`config.mk`:
```
export PLATFORM = sky130hd
export DESIGN_NAME = mem_cmd_wb_bridge_flat
export DESIGN_NICKNAME = d
export VERILOG_FILES = /design/src/rtl/mem_cmd_wb_bridge_pkg.sv /design/src/rtl/mem_cmd_wb_bridge_if.sv /design/src/rtl/mem_cmd_wb_bridge_wb_timeout_counter.sv /design/src/rtl/mem_cmd_wb_bridge.sv /design/src/flat_wrapper.sv
export SDC_FILE = /design/constraint.sdc
export NUM_CORES = 1
export LEC_CHECK = 0
export ABC_AREA = 1
export CAP_MARGIN = 40
export CORE_UTILIZATION = 30
export CTS_CLUSTER_SIZE = 25
export DETAILED_ROUTE_END_ITERATION = 8
export GPL_TIMING_DRIVEN = 0
export HOLD_SLACK_MARGIN = 0.08
export PLACE_DENSITY = 0.75
export SLEW_MARGIN = 40
export SYNTH_ARGS = -nofsm -noshare
export SYNTH_HDL_FRONTEND = slang
export SYNTH_SLANG_ARGS = --single-unit
```
`constraint.sdc`:
```
create_clock -name CLK -period 1.4 [get_ports CLK]
set_input_delay 0.28 -clock CLK [delete_from_list [all_inputs] [get_ports CLK]]
set_output_delay 0.28 -clock CLK [all_outputs]
set_load 0.005 [all_outputs]
```
`src/rtl/mem_cmd_wb_bridge_pkg.sv`:
```
// Shared types for the MEM-stage command to Wishbone B4 classic bridge.
// State encoding and the default bus timeout.
package mem_cmd_wb_bridge_pkg;

  typedef enum logic [1:0] {
    IDLE,
    REQ,
    RESP
  } mem_bridge_state_t;

  localparam int MEM_BRIDGE_TIMEOUT_DEFAULT = 255;

endpackage

```
`src/rtl/mem_cmd_wb_bridge_if.sv`:
```
// Command-side and Wishbone-side signal bundle for the bridge.
// master = the bridge itself, slave = the core plus the bus fabric.
interface mem_cmd_wb_bridge_if #(
  parameter int ADDR_WIDTH = 32,
  parameter int BUS_WIDTH  = 32
);

  logic                   MEM_CMD_START_I;
  logic                   MEM_CMD_WE_I;
  logic [ADDR_WIDTH-1:0]  MEM_CMD_ADDR_I;
  logic [BUS_WIDTH-1:0]   MEM_CMD_WDATA_I;
  logic [BUS_WIDTH/8-1:0] MEM_CMD_SEL_I;
  logic [BUS_WIDTH-1:0]   MEM_CMD_RDATA_O;
  logic                   MEM_CMD_BUSY_O;
  logic                   MEM_CMD_DONE_O;
  logic                   MEM_CMD_ERR_O;

  logic [ADDR_WIDTH-1:0]  WBM_ADR_O;
  logic [BUS_WIDTH-1:0]   WBM_DAT_O;
  logic [BUS_WIDTH-1:0]   WBM_DAT_I;
  logic [BUS_WIDTH/8-1:0] WBM_SEL_O;
  logic                   WBM_WE_O;
  logic                   WBM_CYC_O;
  logic                   WBM_STB_O;
  logic                   WBM_ACK_I;
  logic                   WBM_ERR_I;

  modport master (
    input  MEM_CMD_START_I,
    input  MEM_CMD_WE_I,
    input  MEM_CMD_ADDR_I,
    input  MEM_CMD_WDATA_I,
    input  MEM_CMD_SEL_I,
    output MEM_CMD_RDATA_O,
    output MEM_CMD_BUSY_O,
    output MEM_CMD_DONE_O,
    output MEM_CMD_ERR_O,
    output WBM_ADR_O,
    output WBM_DAT_O,
    input  WBM_DAT_I,
    output WBM_SEL_O,
    output WBM_WE_O,
    output WBM_CYC_O,
    output WBM_STB_O,
    input  WBM_ACK_I,
    input  WBM_ERR_I
  );

  modport slave (
    output MEM_CMD_START_I,
    output MEM_CMD_WE_I,
    output MEM_CMD_ADDR_I,
    output MEM_CMD_WDATA_I,
    output MEM_CMD_SEL_I,
    input  MEM_CMD_RDATA_O,
    input  MEM_CMD_BUSY_O,
    input  MEM_CMD_DONE_O,
    input  MEM_CMD_ERR_O,
    input  WBM_ADR_O,
    input  WBM_DAT_O,
    output WBM_DAT_I,
    input  WBM_SEL_O,
    input  WBM_WE_O,
    input  WBM_CYC_O,
    input  WBM_STB_O,
    output WBM_ACK_I,
    output WBM_ERR_I
  );

endinterface

```
`src/rtl/mem_cmd_wb_bridge_wb_timeout_counter.sv`:
```
// Wait-state counter for a stalled Wishbone cycle.
// expired is high once TIMEOUT_CYCLES-1 unterminated cycles have elapsed.
module wb_timeout_counter #(
  parameter int TIMEOUT_CYCLES = 255
) (
  input  logic CLK,
  input  logic RST,
  input  logic enable,
  input  logic clear,
  output logic expired
);

  localparam int CW = $clog2(TIMEOUT_CYCLES + 1);
  localparam logic [CW-1:0] LIMIT = CW'(TIMEOUT_CYCLES - 1);

  logic [CW-1:0] cnt_q, cnt_d;

  always_comb begin
    cnt_d = cnt_q;
    if (clear) begin
      cnt_d = '0;
    end else if (enable) begin
      cnt_d = cnt_q + 1'b1;
    end
  end

  always_ff @(posedge CLK) begin
    if (RST) begin
      cnt_q <= '0;
    end else begin
      cnt_q <= cnt_d;
    end
  end

  assign expired = (cnt_q == LIMIT);

endmodule

```
`src/rtl/mem_cmd_wb_bridge.sv`:
```
// MEM-stage command responder issuing one Wishbone B4 classic cycle per command.
// Define MEM_BRIDGE_TIMEOUT_EN to abort stalled cycles after TIMEOUT_CYCLES.
module mem_cmd_wb_bridge
  import mem_cmd_wb_bridge_pkg::*;
#(
  parameter int WISHBONE_ADDR_WIDTH = 32,
  parameter int WISHBONE_BUS_WIDTH  = 32,
  parameter int TIMEOUT_CYCLES      = MEM_BRIDGE_TIMEOUT_DEFAULT
) (
  input  logic                CLK,
  input  logic                RST,
  mem_cmd_wb_bridge_if.master bus
);

  localparam int AW = WISHBONE_ADDR_WIDTH;
  localparam int DW = WISHBONE_BUS_WIDTH;
  localparam int SW = WISHBONE_BUS_WIDTH / 8;

  mem_bridge_state_t state_q, state_d;

  logic          cyc_q, cyc_d;
  logic          we_q, we_d;
  logic          busy_q, busy_d;
  logic          done_q, done_d;
  logic          err_q, err_d;
  logic [AW-1:0] adr_q, adr_d;
  logic [DW-1:0] dat_q, dat_d;
  logic [DW-1:0] rdata_q, rdata_d;
  logic [SW-1:0] sel_q, sel_d;

  logic in_req;
  logic term;
  logic tmo;

  assign in_req = (state_q == REQ);
  assign term   = bus.WBM_ACK_I | bus.WBM_ERR_I;

`ifdef MEM_BRIDGE_TIMEOUT_EN
  wb_timeout_counter #(
    .TIMEOUT_CYCLES(TIMEOUT_CYCLES)
  ) u_tmo (
    .CLK    (CLK),
    .RST    (RST),
    .enable (in_req & ~term),
    .clear  (~in_req),
    .expired(tmo)
  );
`else
  localparam int unused_timeout = TIMEOUT_CYCLES;
  assign tmo = 1'b0;
`endif

  always_comb begin
    state_d = state_q;
    cyc_d   = cyc_q;
    we_d    = we_q;
    busy_d  = busy_q;
    done_d  = 1'b0;
    err_d   = err_q;
    adr_d   = adr_q;
    dat_d   = dat_q;
    rdata_d = rdata_q;
    sel_d   = sel_q;
    unique case (state_q)
      IDLE: begin
        err_d  = 1'b0;
        cyc_d  = 1'b0;
        busy_d = 1'b0;
        if (bus.MEM_CMD_START_I) begin
          we_d    = bus.MEM_CMD_WE_I;
          adr_d   = bus.MEM_CMD_ADDR_I;
          dat_d   = bus.MEM_CMD_WDATA_I;
          sel_d   = bus.MEM_CMD_SEL_I;
          cyc_d   = 1'b1;
          busy_d  = 1'b1;
          state_d = REQ;
        end
      end
      REQ: begin
        // a real termination outranks a same-edge timeout
        if (term) begin
          cyc_d   = 1'b0;
          done_d  = 1'b1;
          err_d   = bus.WBM_ERR_I;
          rdata_d = (!we_q && !bus.WBM_ERR_I) ? bus.WBM_DAT_I : '0;
          state_d = RESP;
        end else if (tmo) begin
          cyc_d   = 1'b0;
          done_d  = 1'b1;
          err_d   = 1'b1;
          rdata_d = '0;
          state_d = RESP;
        end
      end
      RESP: begin
        busy_d  = 1'b0;
        err_d   = 1'b0;
        state_d = IDLE;
      end
      default: begin
        cyc_d   = 1'b0;
        busy_d  = 1'b0;
        err_d   = 1'b0;
        state_d = IDLE;
      end
    endcase
  end

  always_ff @(posedge CLK) begin
    if (RST) begin
      state_q <= IDLE;
      cyc_q   <= 1'b0;
      we_q    <= 1'b0;
      busy_q  <= 1'b0;
      done_q  <= 1'b0;
      err_q   <= 1'b0;
      adr_q   <= '0;
      dat_q   <= '0;
      rdata_q <= '0;
      sel_q   <= '0;
    end else begin
      state_q <= state_d;
      cyc_q   <= cyc_d;
      we_q    <= we_d;
      busy_q  <= busy_d;
      done_q  <= done_d;
      err_q   <= err_d;
      adr_q   <= adr_d;
      dat_q   <= dat_d;
      rdata_q <= rdata_d;
      sel_q   <= sel_d;
    end
  end

  assign bus.WBM_CYC_O       = cyc_q;
  assign bus.WBM_STB_O       = cyc_q;
  assign bus.WBM_WE_O        = we_q;
  assign bus.WBM_ADR_O       = adr_q;
  assign bus.WBM_DAT_O       = dat_q;
  assign bus.WBM_SEL_O       = sel_q;
  assign bus.MEM_CMD_BUSY_O  = busy_q;
  assign bus.MEM_CMD_DONE_O  = done_q;
  assign bus.MEM_CMD_ERR_O   = err_q;
  assign bus.MEM_CMD_RDATA_O = rdata_q;

endmodule

```
`src/flat_wrapper.sv`:
```
// flat-port wrapper written by rule: the top's interface ports become plain ports
module mem_cmd_wb_bridge_flat import mem_cmd_wb_bridge_pkg::*;
#(
  parameter int WISHBONE_ADDR_WIDTH = 32,
  parameter int WISHBONE_BUS_WIDTH  = 32,
  parameter int TIMEOUT_CYCLES      = MEM_BRIDGE_TIMEOUT_DEFAULT
)
  (CLK, RST, bus_MEM_CMD_START_I, bus_MEM_CMD_WE_I, bus_MEM_CMD_ADDR_I, bus_MEM_CMD_WDATA_I, bus_MEM_CMD_SEL_I, bus_MEM_CMD_RDATA_O, bus_MEM_CMD_BUSY_O, bus_MEM_CMD_DONE_O, bus_MEM_CMD_ERR_O, bus_WBM_ADR_O, bus_WBM_DAT_O, bus_WBM_DAT_I, bus_WBM_SEL_O, bus_WBM_WE_O, bus_WBM_CYC_O, bus_WBM_STB_O, bus_WBM_ACK_I, bus_WBM_ERR_I);
  mem_cmd_wb_bridge_if #(.ADDR_WIDTH(32), .BUS_WIDTH(32)) bus_i ();
  input  logic CLK;
  input  logic RST;
  input wire logic [$bits(bus_i.MEM_CMD_START_I)-1:0] bus_MEM_CMD_START_I;
  input wire logic [$bits(bus_i.MEM_CMD_WE_I)-1:0] bus_MEM_CMD_WE_I;
  input wire logic [$bits(bus_i.MEM_CMD_ADDR_I)-1:0] bus_MEM_CMD_ADDR_I;
  input wire logic [$bits(bus_i.MEM_CMD_WDATA_I)-1:0] bus_MEM_CMD_WDATA_I;
  input wire logic [$bits(bus_i.MEM_CMD_SEL_I)-1:0] bus_MEM_CMD_SEL_I;
  output wire logic [$bits(bus_i.MEM_CMD_RDATA_O)-1:0] bus_MEM_CMD_RDATA_O;
  output wire logic [$bits(bus_i.MEM_CMD_BUSY_O)-1:0] bus_MEM_CMD_BUSY_O;
  output wire logic [$bits(bus_i.MEM_CMD_DONE_O)-1:0] bus_MEM_CMD_DONE_O;
  output wire logic [$bits(bus_i.MEM_CMD_ERR_O)-1:0] bus_MEM_CMD_ERR_O;
  output wire logic [$bits(bus_i.WBM_ADR_O)-1:0] bus_WBM_ADR_O;
  output wire logic [$bits(bus_i.WBM_DAT_O)-1:0] bus_WBM_DAT_O;
  input wire logic [$bits(bus_i.WBM_DAT_I)-1:0] bus_WBM_DAT_I;
  output wire logic [$bits(bus_i.WBM_SEL_O)-1:0] bus_WBM_SEL_O;
  output wire logic [$bits(bus_i.WBM_WE_O)-1:0] bus_WBM_WE_O;
  output wire logic [$bits(bus_i.WBM_CYC_O)-1:0] bus_WBM_CYC_O;
  output wire logic [$bits(bus_i.WBM_STB_O)-1:0] bus_WBM_STB_O;
  input wire logic [$bits(bus_i.WBM_ACK_I)-1:0] bus_WBM_ACK_I;
  input wire logic [$bits(bus_i.WBM_ERR_I)-1:0] bus_WBM_ERR_I;
  assign bus_i.MEM_CMD_START_I = bus_MEM_CMD_START_I;
  assign bus_i.MEM_CMD_WE_I = bus_MEM_CMD_WE_I;
  assign bus_i.MEM_CMD_ADDR_I = bus_MEM_CMD_ADDR_I;
  assign bus_i.MEM_CMD_WDATA_I = bus_MEM_CMD_WDATA_I;
  assign bus_i.MEM_CMD_SEL_I = bus_MEM_CMD_SEL_I;
  assign bus_MEM_CMD_RDATA_O = bus_i.MEM_CMD_RDATA_O;
  assign bus_MEM_CMD_BUSY_O = bus_i.MEM_CMD_BUSY_O;
  assign bus_MEM_CMD_DONE_O = bus_i.MEM_CMD_DONE_O;
  assign bus_MEM_CMD_ERR_O = bus_i.MEM_CMD_ERR_O;
  assign bus_WBM_ADR_O = bus_i.WBM_ADR_O;
  assign bus_WBM_DAT_O = bus_i.WBM_DAT_O;
  assign bus_i.WBM_DAT_I = bus_WBM_DAT_I;
  assign bus_WBM_SEL_O = bus_i.WBM_SEL_O;
  assign bus_WBM_WE_O = bus_i.WBM_WE_O;
  assign bus_WBM_CYC_O = bus_i.WBM_CYC_O;
  assign bus_WBM_STB_O = bus_i.WBM_STB_O;
  assign bus_i.WBM_ACK_I = bus_WBM_ACK_I;
  assign bus_i.WBM_ERR_I = bus_WBM_ERR_I;
  mem_cmd_wb_bridge #(.WISHBONE_ADDR_WIDTH(WISHBONE_ADDR_WIDTH), .WISHBONE_BUS_WIDTH(WISHBONE_BUS_WIDTH), .TIMEOUT_CYCLES(TIMEOUT_CYCLES)) u_core (.CLK(CLK), .RST(RST), .bus(bus_i));
endmodule
```
==> reports/results.ini, run 1 <==
[outcome]
status = finished clean

[placed_design]
place_congestion = 0.767
io_buffer_count = 211
dp.final_hpwl_mm = 8.77
post-place-ws_ns = -0.336

[sta]
timing.final.ws_setup_ns = 0.0878
fin_crit_sh = 0.937
maxSlewHeadroom = 0.713
fin_worst_skew_ns = 0.00593
max_freq_mhz = 762
rsz0062_at_grt = yes
fin_crit_ns = 1.31
worst_slew_pin_slew_ns = 0.430
maxSlewViolCount = 0
hold_viol = 0
holdWs_ns = 0.460
setup_violations = 0

[clock_tree]
cts_made_buffers = 9
cts-root-buf = clkbuf_16
cts_tree = yes
hold_buffers = 0
insertion_delay_ns = 0.35
cts_buffer_depth = 2
post_cts_buffers = 0
cts_htree_levels = 3
clk_pin_slew_ns = 0.07
clkSinkCount = 107

[layout]
diodes = 0
final_common_cell = nor2_1
fill_cells = 1295
fin_nets = 832
drive_gt1_frac = 0.127
final_cell_mix = nor2_1, clkdlybuf4s50_1, dlygate4sd2_1, dfxtp_1, o21ai_0
area_delta_synth_final_pct = 64.3

[power_and_ir_drop]
combPwrFrac = 0.176
pwr-share-seq = 0.470
p_sw_frac = 0.250
netSwitchingPower_w = 0.00180
pwr_density_cell_mw_per_mm2 = 1110
internal_power_w = 0.00539
peakVddDrop_v = 0.000466
p_clk_frac = 0.355
p_leak_nw = 3.07

[synthesis]
ys_seq_area_frac = 0.545
ys_warn_count = 0
syn_inst = 504
synthDistinctLibCells = 18
synth_area_leaders = dfxtp_1, nor2_1, o21ai_0, nand2_1, o21ai_2
synth_top_cell_by_area = dfxtp_1
synth_fp_nets = 610
syn_avg_cell_area_um2 = 7.81
synth_top_area_share = 0.545
ys_ff_latch = 107
synth_area_mm2 = 0.00393

[drt]
routed_wl_mm = 11.7
routedWlPerCell_um = 12.9
num_vias = 3885
ant_nets = 0
drt-pass1-iter-count = 5
vias_per_cell = 4.30
drtIter0Drc = 202
drc = 0

[global_routing]
grt_pass1_wl_mm = 18.3
gr-total-overflow = 0
antenna_found_initial = 0
grt.total_usage = 0.177
grt_max_degree = 17
grt_pass1_vias = 3701

[die]
io_pins = 212
die_w_um = 117
core_mm2 = 0.0127
initial_utilization = 0.309
dieArea_mm2 = 0.0136
fp.dieH_um = 117
placementRows = 41

[critical_path]
cp_slowest_stage_delay_ns = 0.36
cpMaxStageDelayCell = dfxtp_4
path_delay_family = flip-flops
path_class = reg2out
critPathMaxFanout = 3
cp_data_required_time_ns = 1.12
reg2reg_slack_ns = 0.15
cp-end-kind = output port
cp_data_arrival_time_ns = 1.03
cp.buffers_inverters = 2
crit_chain = buf_4 > clkdlybuf4s15_1
cp-start-kind = register

[hold_path]
hold_class = reg2reg

[flow_run]
cap_violations = 0

[final cells by class]
| type | count | area [um2] | share of cell area |
|---|---|---|---|
| Sequential cell | 107 | 2170 | 0.335 |
| Timing Repair Buffer | 211 | 1980 | 0.306 |
| Multi-Input combinational cell | 341 | 1520 | 0.235 |
| Clock buffer | 11 | 243 | 0.0376 |
| Tap cell | 172 | 215 | 0.0333 |
| Buffer | 36 | 213 | 0.0329 |
| Inverter | 20 | 75.1 | 0.0116 |
| Clock inverter | 5 | 52.6 | 0.00813 |
[worst min-delay path, cell delays in order, from the launching register on]
cell     delay (ns)
dfxtp_1        0.31
nand2_1        0.06
a21oi_1        0.05
[repair_timing]
| item | in CTS | in global routing |
|---|---|---|
| setup endpoints to repair | 106 | 78 |
| pin swaps | 0 | 0 |
| gates resized for setup | 124 | 10 |
[power groups by stage]
stage | registers, W | clock network (W) | logic [W]
2_1_floorplan | 0.00347 | 0 | 0.000518
3_3_place_gp | 0.00345 | 0 | 0.00142
3_5_place_dp | 0.00346 | 0 | 0.00143
4_1_cts | 0.00338 | 0.00263 | 0.00128
5_1_grt | 0.00341 | 0.00277 | 0.00143
6_report | 0.00338 | 0.00255 | 0.00126
[metrics by stage]
step                 util  instance area (um2)  cells  setup TNS (ns)  power, W
global placement    0.492                 6260    887          -25.97   0.00486
CTS                 0.507                 6450    903               0   0.00730
detailed placement  0.492                 6260    887          -27.35   0.00488
finish              0.508                 6460    903               0   0.00720
floorplan               -                 3930    504               0   0.00399
global route        0.508                 6460    903               0   0.00761
[Yosys cell counts, drive strengths merged]
cell,n
nand2,58
inv,20
nor2,162
a21oi,14
clkbuf,4
dfxtp,107
nor3,1
buf,32
nand3,19
o21ai,87
[state kept, by name, summed over array words and instances (netlist names)]
register                    flops
u_core.state_q                  2
u_core.bus.WBM_DAT_O           32
u_core.bus.MEM_CMD_DONE_O       1
u_core.bus.WBM_SEL_O            4
u_core.bus.MEM_CMD_ERR_O        1
u_core.bus.WBM_ADR_O           32
u_core.bus.MEM_CMD_BUSY_O       1
u_core.bus.WBM_CYC_O            1
u_core.bus.MEM_CMD_RDATA_O     32
u_core.bus.WBM_WE_O             1
[per-layer routing]
| layer | wire, um | track usage | vias to the layer above |
|---|---|---|---|
| met5 | 0 | 0 | - |
| met4 | 240 | 0.0769 | 0 |
| met3 | 1050 | 0.0602 | 17 |
| met2 | 5340 | 0.291 | 140 |
| met1 | 5040 | 0.210 | 1684 |
| li1 | - | - | 2044 |
[path summary, 6_finish.rpt]
check / cells after the start / start / to
worst min-delay path: 2 / u_core.bus.MEM_CMD_BUSY_O / u_core.bus.MEM_CMD_BUSY_O
worst min register to register: 2 / u_core.bus.MEM_CMD_BUSY_O / u_core.bus.MEM_CMD_BUSY_O
worst max register to register: 7 / u_core.state_q[0] / u_core.bus.WBM_DAT_O[24]
worst max-delay path: 2 / u_core.bus.WBM_CYC_O / bus_WBM_STB_O
[cells by family after synthesis]
family	after synthesis	share of synthesized area
flops	107	0.545
buf+inv	56	0.0693
simple gates	240	0.240
compound gates	101	0.146
Power figures use the tool's default switching activity.
==> run 2: changes to the inputs <==
SKIP_LAST_GASP = 1   (was unset)
==> run 2 against run 1 <==
Sequential power barely moved; sequential share of layout area about the same; maximum frequency about the same; critical path depth stayed put; global-route usage is the same; clock power is essentially flat; critical path type unchanged; critical endpoint unchanged.
==> reports/results.ini, run 2 (synthesis gave the netlist of run 1 again) <==
[drt]
vias_per_cell = 4.30
top_layer = met4
drc = 0
met2_length_mm = 5.34
drtIter0Drc = 212
wl_met1_mm = 5.05
routedWlPerCell_um = 12.9
routed-wl-met3_mm = 1.05
drt-pass1-iter-count = 5
routed_wl_mm = 11.7
ant_nets = 0
num_vias = 3884

[die]
placementRows = 41
dieArea_mm2 = 0.0136
die_w_um = 117
fp.dieH_um = 117
initial_utilization = 0.309
io_pins = 212
core_mm2 = 0.0127

[sta]
tns_ns = 0
fin_worst_skew_ns = 0.00593
fin_crit_sh = 0.937
worst_slew_pin_slew_ns = 0.430
max_freq_mhz = 762
maxSlewHeadroom = 0.713
hold_viol = 0
timing.final.ws_setup_ns = 0.0878
maxSlewViolCount = 0
fin_crit_ns = 1.31
setup_violations = 0
rsz0062_at_grt = yes

[layout]
area_delta_synth_final_pct = 64.2
diodes = 0
fin_nets = 832
multi_input_area_mm2 = 0.00152
final_common_cell = nor2_1
drive_gt1_frac = 0.127
final_cell_mix = nor2_1, clkdlybuf4s50_1, dlygate4sd2_1, dfxtp_1, o21ai_0
fill_cells = 1296
regArea_mm2 = 0.00217

[placed_design]
dp.final_hpwl_mm = 8.77
place_congestion = 0.767
post-place-ws_ns = -0.336
io_buffer_count = 211

[clock_tree]
insertion_delay_ns = 0.35
cts_made_buffers = 9
post_cts_buffers = 0
cts_htree_levels = 3
cts_buffer_depth = 2
cts-root-buf = clkbuf_16
cts_tree = yes
clkSinkCount = 107
clk_pin_slew_ns = 0.07

[critical_path]
worst-r2r-cell-count = 7
path_class = reg2out
cp_data_arrival_time_ns = 1.03
critPathMaxFanout = 3
rr_endpoint = u_core.bus.WBM_DAT_O[24]
cp-start-kind = register
cp_data_required_time_ns = 1.12
cp-end-kind = output port
r2r-start = u_core.state_q[0]
reg2reg_slack_ns = 0.15

[global_routing]
grt_max_degree = 17
antenna_found_initial = 0
grt_pass1_vias = 3701
grt_pass1_wl_mm = 18.3
gr-total-overflow = 0
grt.total_usage = 0.177

[outcome]
status = finished clean

[hold_path]
holdPathStages = 2
holdCritStartpoint = u_core.bus.MEM_CMD_BUSY_O
hold_end = u_core.bus.MEM_CMD_BUSY_O
hold_class = reg2reg

[power_and_ir_drop]
peakVddDrop_v = 0.000466
pwr_density_cell_mw_per_mm2 = 1110
p_leak_nw = 3.07

[flow_run]
cap_violations = 0

-- run 2: through the flow --
step / hold WS (ns) / power (W) / instance area [um2] / util / std cells
floorplan: 0.349 / 0.00399 / 3930 / - / 504
global placement: 0.451 / 0.00486 / 6260 / 0.492 / 887
detailed placement: 0.457 / 0.00488 / 6260 / 0.492 / 887
CTS: 0.465 / 0.00730 / 6450 / 0.507 / 903
global route: 0.475 / 0.00761 / 6460 / 0.508 / 903
finish: 0.460 / 0.00720 / 6460 / 0.508 / 903
-- run 2: worst max-delay path, cell delays in order (launching register included) --
cell             delay, ns
dfxtp_4               0.36
buf_4                 0.13
clkdlybuf4s15_1       0.20
-- run 2: worst max-delay path by stage --
stage,startpoint,endpoint,slack (ns),depth (start not counted)
2_1_floorplan,u_core.state_q[0],u_core.bus.WBM_DAT_O[23],0.36,6
3_3_place_gp,RST,u_core.bus.MEM_CMD_RDATA_O[28],-0.31,6
3_5_place_dp,RST,u_core.bus.WBM_DAT_O[27],-0.34,6
4_1_cts,u_core.bus.WBM_CYC_O,bus_WBM_STB_O,0.006,2
5_1_grt,RST,u_core.bus.WBM_DAT_O[3],-0.01,6
6_report,u_core.bus.WBM_CYC_O,bus_WBM_STB_O,0.09,2
-- run 2: report_power, final --
group / internal, W / switching (W)
sequential: 0.00328 / 0.000104
clock: 0.00143 / 0.00112
combinational: 0.000687 / 0.000575
total: 0.00539 / 0.00180
-- run 2: repair_timing --
item / CTS / global route
hold endpoints to repair: 0 / 0
gates resized for setup: 124 / 8
endpoints found under the setup margin: 106 / 78
hold buffers: 0 / 0
-- run 2: final cells by class --
cell class,instances,share of cell area
buffer,36,0.0322
tap,172,0.0333
sequential,107,0.335
inverter,20,0.0116
clock buffer,11,0.0376
timing repair buffer,211,0.307
multi-input combinational,341,0.235
clock inverter,5,0.00814
-- run 2: metal layers --
metal / vias to the layer above / track usage
met5: - / 0
met4: 0 / 0.0769
met1: 1684 / 0.210
met3: 17 / 0.0602
li1: 2043 / -
met2: 140 / 0.291
